==> config.mk <==
export PLATFORM = sky130hd
export DESIGN_NAME = i2c_target
export DESIGN_NICKNAME = d
export VERILOG_FILES = /design/src/rtl/i2c_pkg.sv /design/src/rtl/i2c_sync_edge.sv /design/src/rtl/i2c_target.sv
export SDC_FILE = /design/constraint.sdc
export NUM_CORES = 1
export LEC_CHECK = 0
export CAP_MARGIN = 20
export CELL_PAD_IN_SITES_DETAIL_PLACEMENT = 1
export CELL_PAD_IN_SITES_GLOBAL_PLACEMENT = 1
export CORE_MARGIN = 5
export CORE_UTILIZATION = 42
export CTS_CLUSTER_DIAMETER = 50
export DETAILED_ROUTE_END_ITERATION = 10
export PLACE_DENSITY = 0.76
export SKIP_LAST_GASP = 1
export SLEW_MARGIN = 0
export SYNTH_ARGS = -nofsm -noshare
export SYNTH_HDL_FRONTEND = slang
export SYNTH_SLANG_ARGS = --single-unit
==> constraint.sdc <==
create_clock -name clk_i -period 2.3 [get_ports clk_i]
set_clock_uncertainty 0.15 [all_clocks]
set_input_delay 0.345 -clock clk_i [delete_from_list [all_inputs] [get_ports clk_i]]
set_output_delay 0.345 -clock clk_i [all_outputs]
set_load 0.02 [all_outputs]
==> src/rtl/i2c_pkg.sv <==
// i2c_pkg -- shared types and constants for the I2C register target.
//   state_t  : protocol FSM states
//   ACK/NACK : bus level of the acknowledge bit
//   RW_READ  : value of the R/W bit that selects a read
//   ack_exit : state that follows the end of an acknowledge slot
package i2c_pkg;

  typedef enum logic [3:0] {
    ST_IDLE,
    ST_ADDR,
    ST_ADDR_ACK,
    ST_REG,
    ST_REG_ACK,
    ST_WDATA,
    ST_WDATA_ACK,
    ST_RDATA,
    ST_RDATA_ACK,
    ST_WAIT_STOP
  } state_t;

  localparam logic ACK     = 1'b0;
  localparam logic NACK    = 1'b1;
  localparam logic RW_READ = 1'b1;

  // Where the FSM continues once an acknowledge slot has finished.
  function automatic state_t ack_exit(input state_t s);
    case (s)
      ST_ADDR_ACK:               return ST_REG;
      ST_REG_ACK, ST_WDATA_ACK:  return ST_WDATA;
      ST_RDATA_ACK:              return ST_RDATA;
      default:                   return ST_IDLE;
    endcase
  endfunction

endpackage

==> src/rtl/i2c_sync_edge.sv <==
// i2c_sync_edge -- two-flop synchronizer for one asynchronous bus line plus
// rise/fall detection on the synchronized value.
//   clk     : system clock
//   reset_n : asynchronous active-low reset (flops go to 1 = idle bus)
//   din     : asynchronous bus line
//   level   : synchronized level
//   rise    : one-cycle pulse on a synchronized 0->1 transition
//   fall    : one-cycle pulse on a synchronized 1->0 transition
module i2c_sync_edge (
  input  logic clk,
  input  logic reset_n,
  input  logic din,
  output logic level,
  output logic rise,
  output logic fall
);

  // [0] and [1] form the synchronizer, [2] holds the previous synchronized
  // level for edge detection.
  logic [2:0] sync_reg;

  always_ff @(posedge clk or negedge reset_n) begin
    if (!reset_n) begin
      sync_reg <= 3'b111;
    end else begin
      sync_reg <= {sync_reg[1:0], din};
    end
  end

  assign level = sync_reg[1];
  assign rise  = sync_reg[1] & ~sync_reg[2];
  assign fall  = ~sync_reg[1] & sync_reg[2];

endmodule

==> src/rtl/i2c_target.sv <==
// i2c_target -- I2C target exposing a 256-entry register space through a
// write strobe and a read request/response port.
//   clk_i, reset_ni      : system clock, asynchronous active-low reset
//   scl_i, sda_i         : asynchronous bus inputs
//   sda_oe_o             : 1 pulls SDA low, 0 releases it
//   wr_valid_o/addr/data : one-cycle register write strobe
//   rd_req_o/rd_addr_o   : one-cycle register read request
//   rd_data_i            : read data, sampled the cycle after rd_req_o
//   busy_o               : addressed transaction in progress
// Build option: define I2C_TARGET_READ_EN to support read transfers; without
// it a read address is NACKed and the read port is tied off.
module i2c_target
  import i2c_pkg::*;
#(
  parameter logic [6:0] ADDRESS = 7'h21
) (
  input  logic       clk_i,
  input  logic       reset_ni,
  input  logic       scl_i,
  input  logic       sda_i,
  output logic       sda_oe_o,
  output logic       wr_valid_o,
  output logic [7:0] wr_addr_o,
  output logic [7:0] wr_data_o,
  output logic       rd_req_o,
  output logic [7:0] rd_addr_o,
  input  logic [7:0] rd_data_i,
  output logic       busy_o
);

`ifdef I2C_TARGET_READ_EN
  localparam logic READ_EN = 1'b1;
`else
  localparam logic READ_EN = 1'b0;
`endif

  logic scl, scl_rise, scl_fall;
  logic sda, sda_rise, sda_fall;

  i2c_sync_edge u_scl_sync (
    .clk     (clk_i),
    .reset_n (reset_ni),
    .din     (scl_i),
    .level   (scl),
    .rise    (scl_rise),
    .fall    (scl_fall)
  );

  i2c_sync_edge u_sda_sync (
    .clk     (clk_i),
    .reset_n (reset_ni),
    .din     (sda_i),
    .level   (sda),
    .rise    (sda_rise),
    .fall    (sda_fall)
  );

  // Both lines share the same synchronizer latency, so a level check of SCL
  // in the cycle of the SDA edge is consistent.
  logic start_det, stop_det;
  assign start_det = sda_fall & scl;
  assign stop_det  = sda_rise & scl;

  state_t     state_reg;
  logic [2:0] bit_cnt_reg;
  logic [6:0] rx_reg;
  logic [7:0] ptr_reg;
  logic       ack_phase_reg;  // first falling edge of the ACK slot seen
  logic       sda_oe_reg;
  logic       busy_reg;
  logic       wr_valid_reg;
  logic [7:0] wr_addr_reg;
  logic [7:0] wr_data_reg;

  // Byte as it stands including the bit sampled on this rising edge.
  logic [7:0] rx_byte;
  logic       last_bit;
  logic       addr_ok;
  assign rx_byte  = {rx_reg, sda};
  assign last_bit = (bit_cnt_reg == 3'd7);
  assign addr_ok  = (rx_byte[7:1] == ADDRESS) && (READ_EN || (rx_byte[0] != RW_READ));

`ifdef I2C_TARGET_READ_EN
  logic       rw_reg;
  logic       rd_req_reg;
  logic [7:0] rd_addr_reg;
  logic       load_reg;     // rd_data_i is valid in this cycle
  logic [6:0] tx_reg;       // remaining bits to shift out after the current one
`endif

  always_ff @(posedge clk_i or negedge reset_ni) begin
    if (!reset_ni) begin
      state_reg     <= ST_IDLE;
      bit_cnt_reg   <= 3'd0;
      rx_reg        <= 7'd0;
      ptr_reg       <= 8'd0;
      ack_phase_reg <= 1'b0;
      sda_oe_reg    <= 1'b0;
      busy_reg      <= 1'b0;
      wr_valid_reg  <= 1'b0;
      wr_addr_reg   <= 8'd0;
      wr_data_reg   <= 8'd0;
`ifdef I2C_TARGET_READ_EN
      rw_reg        <= 1'b0;
      rd_req_reg    <= 1'b0;
      rd_addr_reg   <= 8'd0;
      load_reg      <= 1'b0;
      tx_reg        <= 7'd0;
`endif
    end else begin
      wr_valid_reg <= 1'b0;
`ifdef I2C_TARGET_READ_EN
      rd_req_reg <= 1'b0;
      load_reg   <= rd_req_reg;
      // First data bit goes out as soon as the response arrives; SCL is
      // still low from the falling edge that issued the request.
      if (load_reg) begin
        tx_reg     <= rd_data_i[6:0];
        sda_oe_reg <= ~rd_data_i[7];
      end
`endif
      if (stop_det) begin
        state_reg     <= ST_IDLE;
        bit_cnt_reg   <= 3'd0;
        ack_phase_reg <= 1'b0;
        sda_oe_reg    <= 1'b0;
        busy_reg      <= 1'b0;
      end else if (start_det) begin
        // Repeated START keeps the register pointer and busy status.
        state_reg     <= ST_ADDR;
        bit_cnt_reg   <= 3'd0;
        ack_phase_reg <= 1'b0;
        sda_oe_reg    <= 1'b0;
      end else begin
        case (state_reg)
          ST_ADDR, ST_REG, ST_WDATA: begin
            if (scl_rise) begin
              rx_reg      <= rx_byte[6:0];
              bit_cnt_reg <= bit_cnt_reg + 3'd1;
              if (last_bit) begin
                if (state_reg == ST_ADDR) begin
                  if (addr_ok) begin
                    state_reg <= ST_ADDR_ACK;
                    busy_reg  <= 1'b1;
`ifdef I2C_TARGET_READ_EN
                    rw_reg    <= rx_byte[0];
`endif
                  end else begin
                    // NACK is presented by leaving SDA released.
                    state_reg  <= ST_WAIT_STOP;
                    busy_reg   <= 1'b0;
                    sda_oe_reg <= ~NACK;
                  end
                end else if (state_reg == ST_REG) begin
                  ptr_reg   <= rx_byte;
                  state_reg <= ST_REG_ACK;
                end else begin
                  wr_valid_reg <= 1'b1;
                  wr_addr_reg  <= ptr_reg;
                  wr_data_reg  <= rx_byte;
                  ptr_reg      <= ptr_reg + 8'd1;
                  state_reg    <= ST_WDATA_ACK;
                end
              end
            end
          end

          ST_ADDR_ACK, ST_REG_ACK, ST_WDATA_ACK: begin
            // Fall #1 starts driving ACK, fall #2 ends the slot.
            if (scl_fall) begin
              if (!ack_phase_reg) begin
                sda_oe_reg    <= ~ACK;
                ack_phase_reg <= 1'b1;
              end else begin
                sda_oe_reg    <= 1'b0;
                ack_phase_reg <= 1'b0;
                bit_cnt_reg   <= 3'd0;
                state_reg     <= ack_exit(state_reg);
`ifdef I2C_TARGET_READ_EN
                if (state_reg == ST_ADDR_ACK && rw_reg == RW_READ) begin
                  state_reg   <= ST_RDATA;
                  rd_req_reg  <= 1'b1;
                  rd_addr_reg <= ptr_reg;
                end
`endif
              end
            end
          end

`ifdef I2C_TARGET_READ_EN
          ST_RDATA: begin
            if (scl_rise) begin
              bit_cnt_reg <= bit_cnt_reg + 3'd1;
              if (last_bit) begin
                state_reg <= ST_RDATA_ACK;
                ptr_reg   <= ptr_reg + 8'd1;
              end
            end else if (scl_fall) begin
              sda_oe_reg <= ~tx_reg[6];
              tx_reg     <= {tx_reg[5:0], 1'b0};
            end
          end

          ST_RDATA_ACK: begin
            // Fall #1 releases SDA for the controller, the rise samples its
            // answer, fall #2 (after an ACK) requests the next byte.
            if (scl_fall) begin
              if (!ack_phase_reg) begin
                sda_oe_reg    <= 1'b0;
                ack_phase_reg <= 1'b1;
              end else begin
                ack_phase_reg <= 1'b0;
                bit_cnt_reg   <= 3'd0;
                state_reg     <= ack_exit(state_reg);
                rd_req_reg    <= 1'b1;
                rd_addr_reg   <= ptr_reg;
              end
            end else if (scl_rise && ack_phase_reg && (sda == NACK)) begin
              state_reg     <= ST_WAIT_STOP;
              ack_phase_reg <= 1'b0;
              busy_reg      <= 1'b0;
            end
          end
`endif

          default: begin
            // IDLE and WAIT_STOP only react to START/STOP above.
          end
        endcase
      end
    end
  end

  assign sda_oe_o   = sda_oe_reg;
  assign busy_o     = busy_reg;
  assign wr_valid_o = wr_valid_reg;
  assign wr_addr_o  = wr_addr_reg;
  assign wr_data_o  = wr_data_reg;

`ifdef I2C_TARGET_READ_EN
  assign rd_req_o  = rd_req_reg;
  assign rd_addr_o = rd_addr_reg;
`else
  logic unused_rd_data;
  assign unused_rd_data = ^rd_data_i;
  assign rd_req_o  = 1'b0;
  assign rd_addr_o = 8'd0;
`endif

endmodule

==> results.tsv <==
stage	metric	value	unit
outcome	status	complete, no violations	
route	route.detailed.wl_per_inst	16.3	µm
power	p_per_area	845	nW/µm²
timing	finalMaxSlewViolations	0	
clock_network	clkSinkCount	48	
critical_path	critPathRequiredTime	2.34	ns
grt	grt_pass1_wl	8200	µm
grt	grt_usage	14.2	%
floorplanning	core_area	5470	µm²
route	ant_nets	0	
synthesis	synth_top_area_share	44.8	%
clock_network	path_clk_slew	0.08	ns
power	finalPower	2.31	mW
layout	fin_nets	229	
synthesis	synth_edf_count	0	
timing	period_needed	2.10	ns
synthesis	syn_inst	185	
placed_design	dpl.hpwl	3340	µm
clock_network	cts_buffer_depth	2	
grt	grt_pass1_vias	1601	
min_path	hold_class	reg -> reg	
critical_path	critPathKind	reg -> reg	
grt	antenna_found_initial	0	
floorplanning	dieArea	7180	µm²
placed_design	gp_congestion	0.766	
placed_design	port-buffer-count	22	
clock_network	cts-root-buf	clkbuf_8	
power	p_leak	1.22	nW
floorplanning	die_h	84.7	µm
layout	final_cell_mix	dfrtp_1 (42), clkdlybuf4s50_1 (21), mux2_2 (18)	
timing	slew_headroom	60.2	%
timing	finalSetupTns	0	ns
route	remaining_drc_errors	0	
timing	rsz0062_at_grt	false	
layout	final_common_cell	dfrtp_1	
synthesis	synth_top_cell_by_area	dfrtp_1	
route	routed_wl	4690	µm
layout	area_growth_syn_to_layout	16.4	%
timing	setup_viol	0	
synthesis	ys_seq_area_share	51.5	%
floorplanning	start_util	42.9	%
floorplanning	pin_count	40	
route	dr_total_vias	1538	
floorplanning	row_count	27	
grt	grt_max_degree	20	
power	ir_drop	0.351	mV
critical_path	cp_max_fo	17	
timing	fin_crit_sh	91.3	%
route	drt-initial-drc-count	109	
critical_path	startpoint_type	register	
synthesis	netlist_area	2350	µm²
clock_network	htreeDepth	2	
timing	timing.fmax	0.476	GHz
synthesis	synth_area_leaders	dfrtp_1 (45%), mux2_2 (8.6%), dfstp_2 (6.7%)	
floorplanning	die_x	84.7	µm
route	vias_per_cell	5.36	
critical_path	worstSetupEndpointType	register	
clock_network	cts_tree	done	
timing	hold_viol	0	
clock_network	clock_latency	0.30	ns
route	dr.pass1.iters	4	
synthesis	ys_warn_count	0	
job	drv_cap	0	
layout	drive_gt1_share	26.0	%
synthesis	synth.avg_cell_area	12.7	µm²
synthesis	synthArstFlopShare	100	%
layout	num_antenna_cells	0	
timing	worstMarginPinSlew	0.593	ns
grt	grt_overflow	0	
synthesis	ys_ff_latch	48	
clock_network	cts_setup_buffers	0	
synthesis	ys.flop_type	dfrtp_1	
clock_network	cts_inserted_buffers	5	
critical_path	arrival	2.14	ns
synthesis	synth_cell_type_count	55	
path summary, 6_finish.rpt:
check | from | to | slack (ns) | cells past startpoint
max in group asynchronous | reset_ni | u_sda_sync.sync_reg[1]$_DFF_PN1_ | 1.02 | 3
min in group asynchronous | reset_ni | state_reg[2]$_DFFE_PN0P_ | 0.35 | 2
worst max register to register | bit_cnt_reg[0]$_DFFE_PN0P_ | wr_data_o[0]$_DFFE_PN0P_ | 0.20 | 6
worst max-delay path | bit_cnt_reg[0]$_DFFE_PN0P_ | wr_data_o[0]$_DFFE_PN0P_ | 0.20 | 6
worst min-delay path | u_sda_sync.sync_reg[0]$_DFF_PN1_ | u_sda_sync.sync_reg[1]$_DFF_PN1_ | 0.21 | 0
worst min register to register | u_sda_sync.sync_reg[0]$_DFF_PN1_ | u_sda_sync.sync_reg[1]$_DFF_PN1_ | 0.21 | 0
final cells by class:
cell class	count	area [µm²]
clock buffers	7	76.3
fillers	584	2740
well taps	72	90.1
multi-input cells	129	1050
clock inverters	1	30.0
repair buffers	29	270
inverters	1	3.75
flip-flops and latches	48	1210
where the power goes:
part	leakage, nW	switching (mW)	internal [mW]	total (mW)
Combinational	0.526	0.350	0.273	0.623
Clock	0.0524	0.272	0.325	0.597
Sequential	0.637	0.131	0.954	1.09
through the flow:
stage               setup WS (ns)  cells  area (µm²)  util, %  hold slack [ns]
CTS                         0.168    287        2730     49.9            0.210
global route               0.0803    287        2730     49.9            0.211
floorplan                   0.392    193        2380        -           -0.101
global placement            0.213    278        2610     47.8            0.134
detailed placement          0.172    278        2610     47.8            0.130
finish                      0.200    287        2730     49.9            0.208
synthesized netlist by cell type (2+ instances only):
| master | number |
|---|---|
| a21boi_0 | 2 |
| a21oi_1 | 2 |
| a22o_1 | 2 |
| a2bb2oi_1 | 6 |
| a31oi_1 | 2 |
| and2_1 | 3 |
| and3_1 | 4 |
| buf_2 | 3 |
| buf_4 | 9 |
| dfrtp_1 | 42 |
| dfstp_2 | 6 |
| ha_1 | 3 |
| mux2_2 | 18 |
| mux2_4 | 9 |
| nand2_1 | 5 |
| nand3_1 | 6 |
| nand4_1 | 3 |
| nor2_1 | 6 |
| nor3_1 | 6 |
| nor3b_1 | 2 |
| nor4_1 | 2 |
| nor4b_2 | 2 |
| o21ai_0 | 8 |
| o22ai_1 | 2 |
| xor2_1 | 2 |
kinds of logic after synthesis:
logic type               count (synthesis)  synth area share, %
other                                    1                0.160
buffers and inverters                   16                 4.96
flip-flops                              48                 51.5
AND/OR/NAND/NOR                         55                 16.3
multiplexers                            28                 14.8
adder cells (fa/ha/maj)                  3                 1.60
XOR/XNOR                                 3                 1.12
AO/OA/AOI/OAI                           31                 9.49
worst max-delay path, stage by stage, from the launching register on:
cell     delay [ns]
dfrtp_1        0.37
ha_1           0.15
ha_1           0.13
and3b_1        0.22
nand4_4        0.22
nor2_8         0.37
mux2_2         0.38
routing by layer:
metal	share of wire [%]	vias up	track usage (%)	wire length, µm
met5	0	-	0	0
met4	1.4	0	5.18	64
met3	4.2	7	3.04	196
met2	46	42	21.9	2150
met1	49	762	19.6	2280
li1	-	727	-	-
repair_timing:
item | in CTS | in global routing
resized for setup | 0 | 0
endpoints found under the hold margin | 12 | 0
hold buffers | 1 | 0
Power figures use the tool's default switching activity.
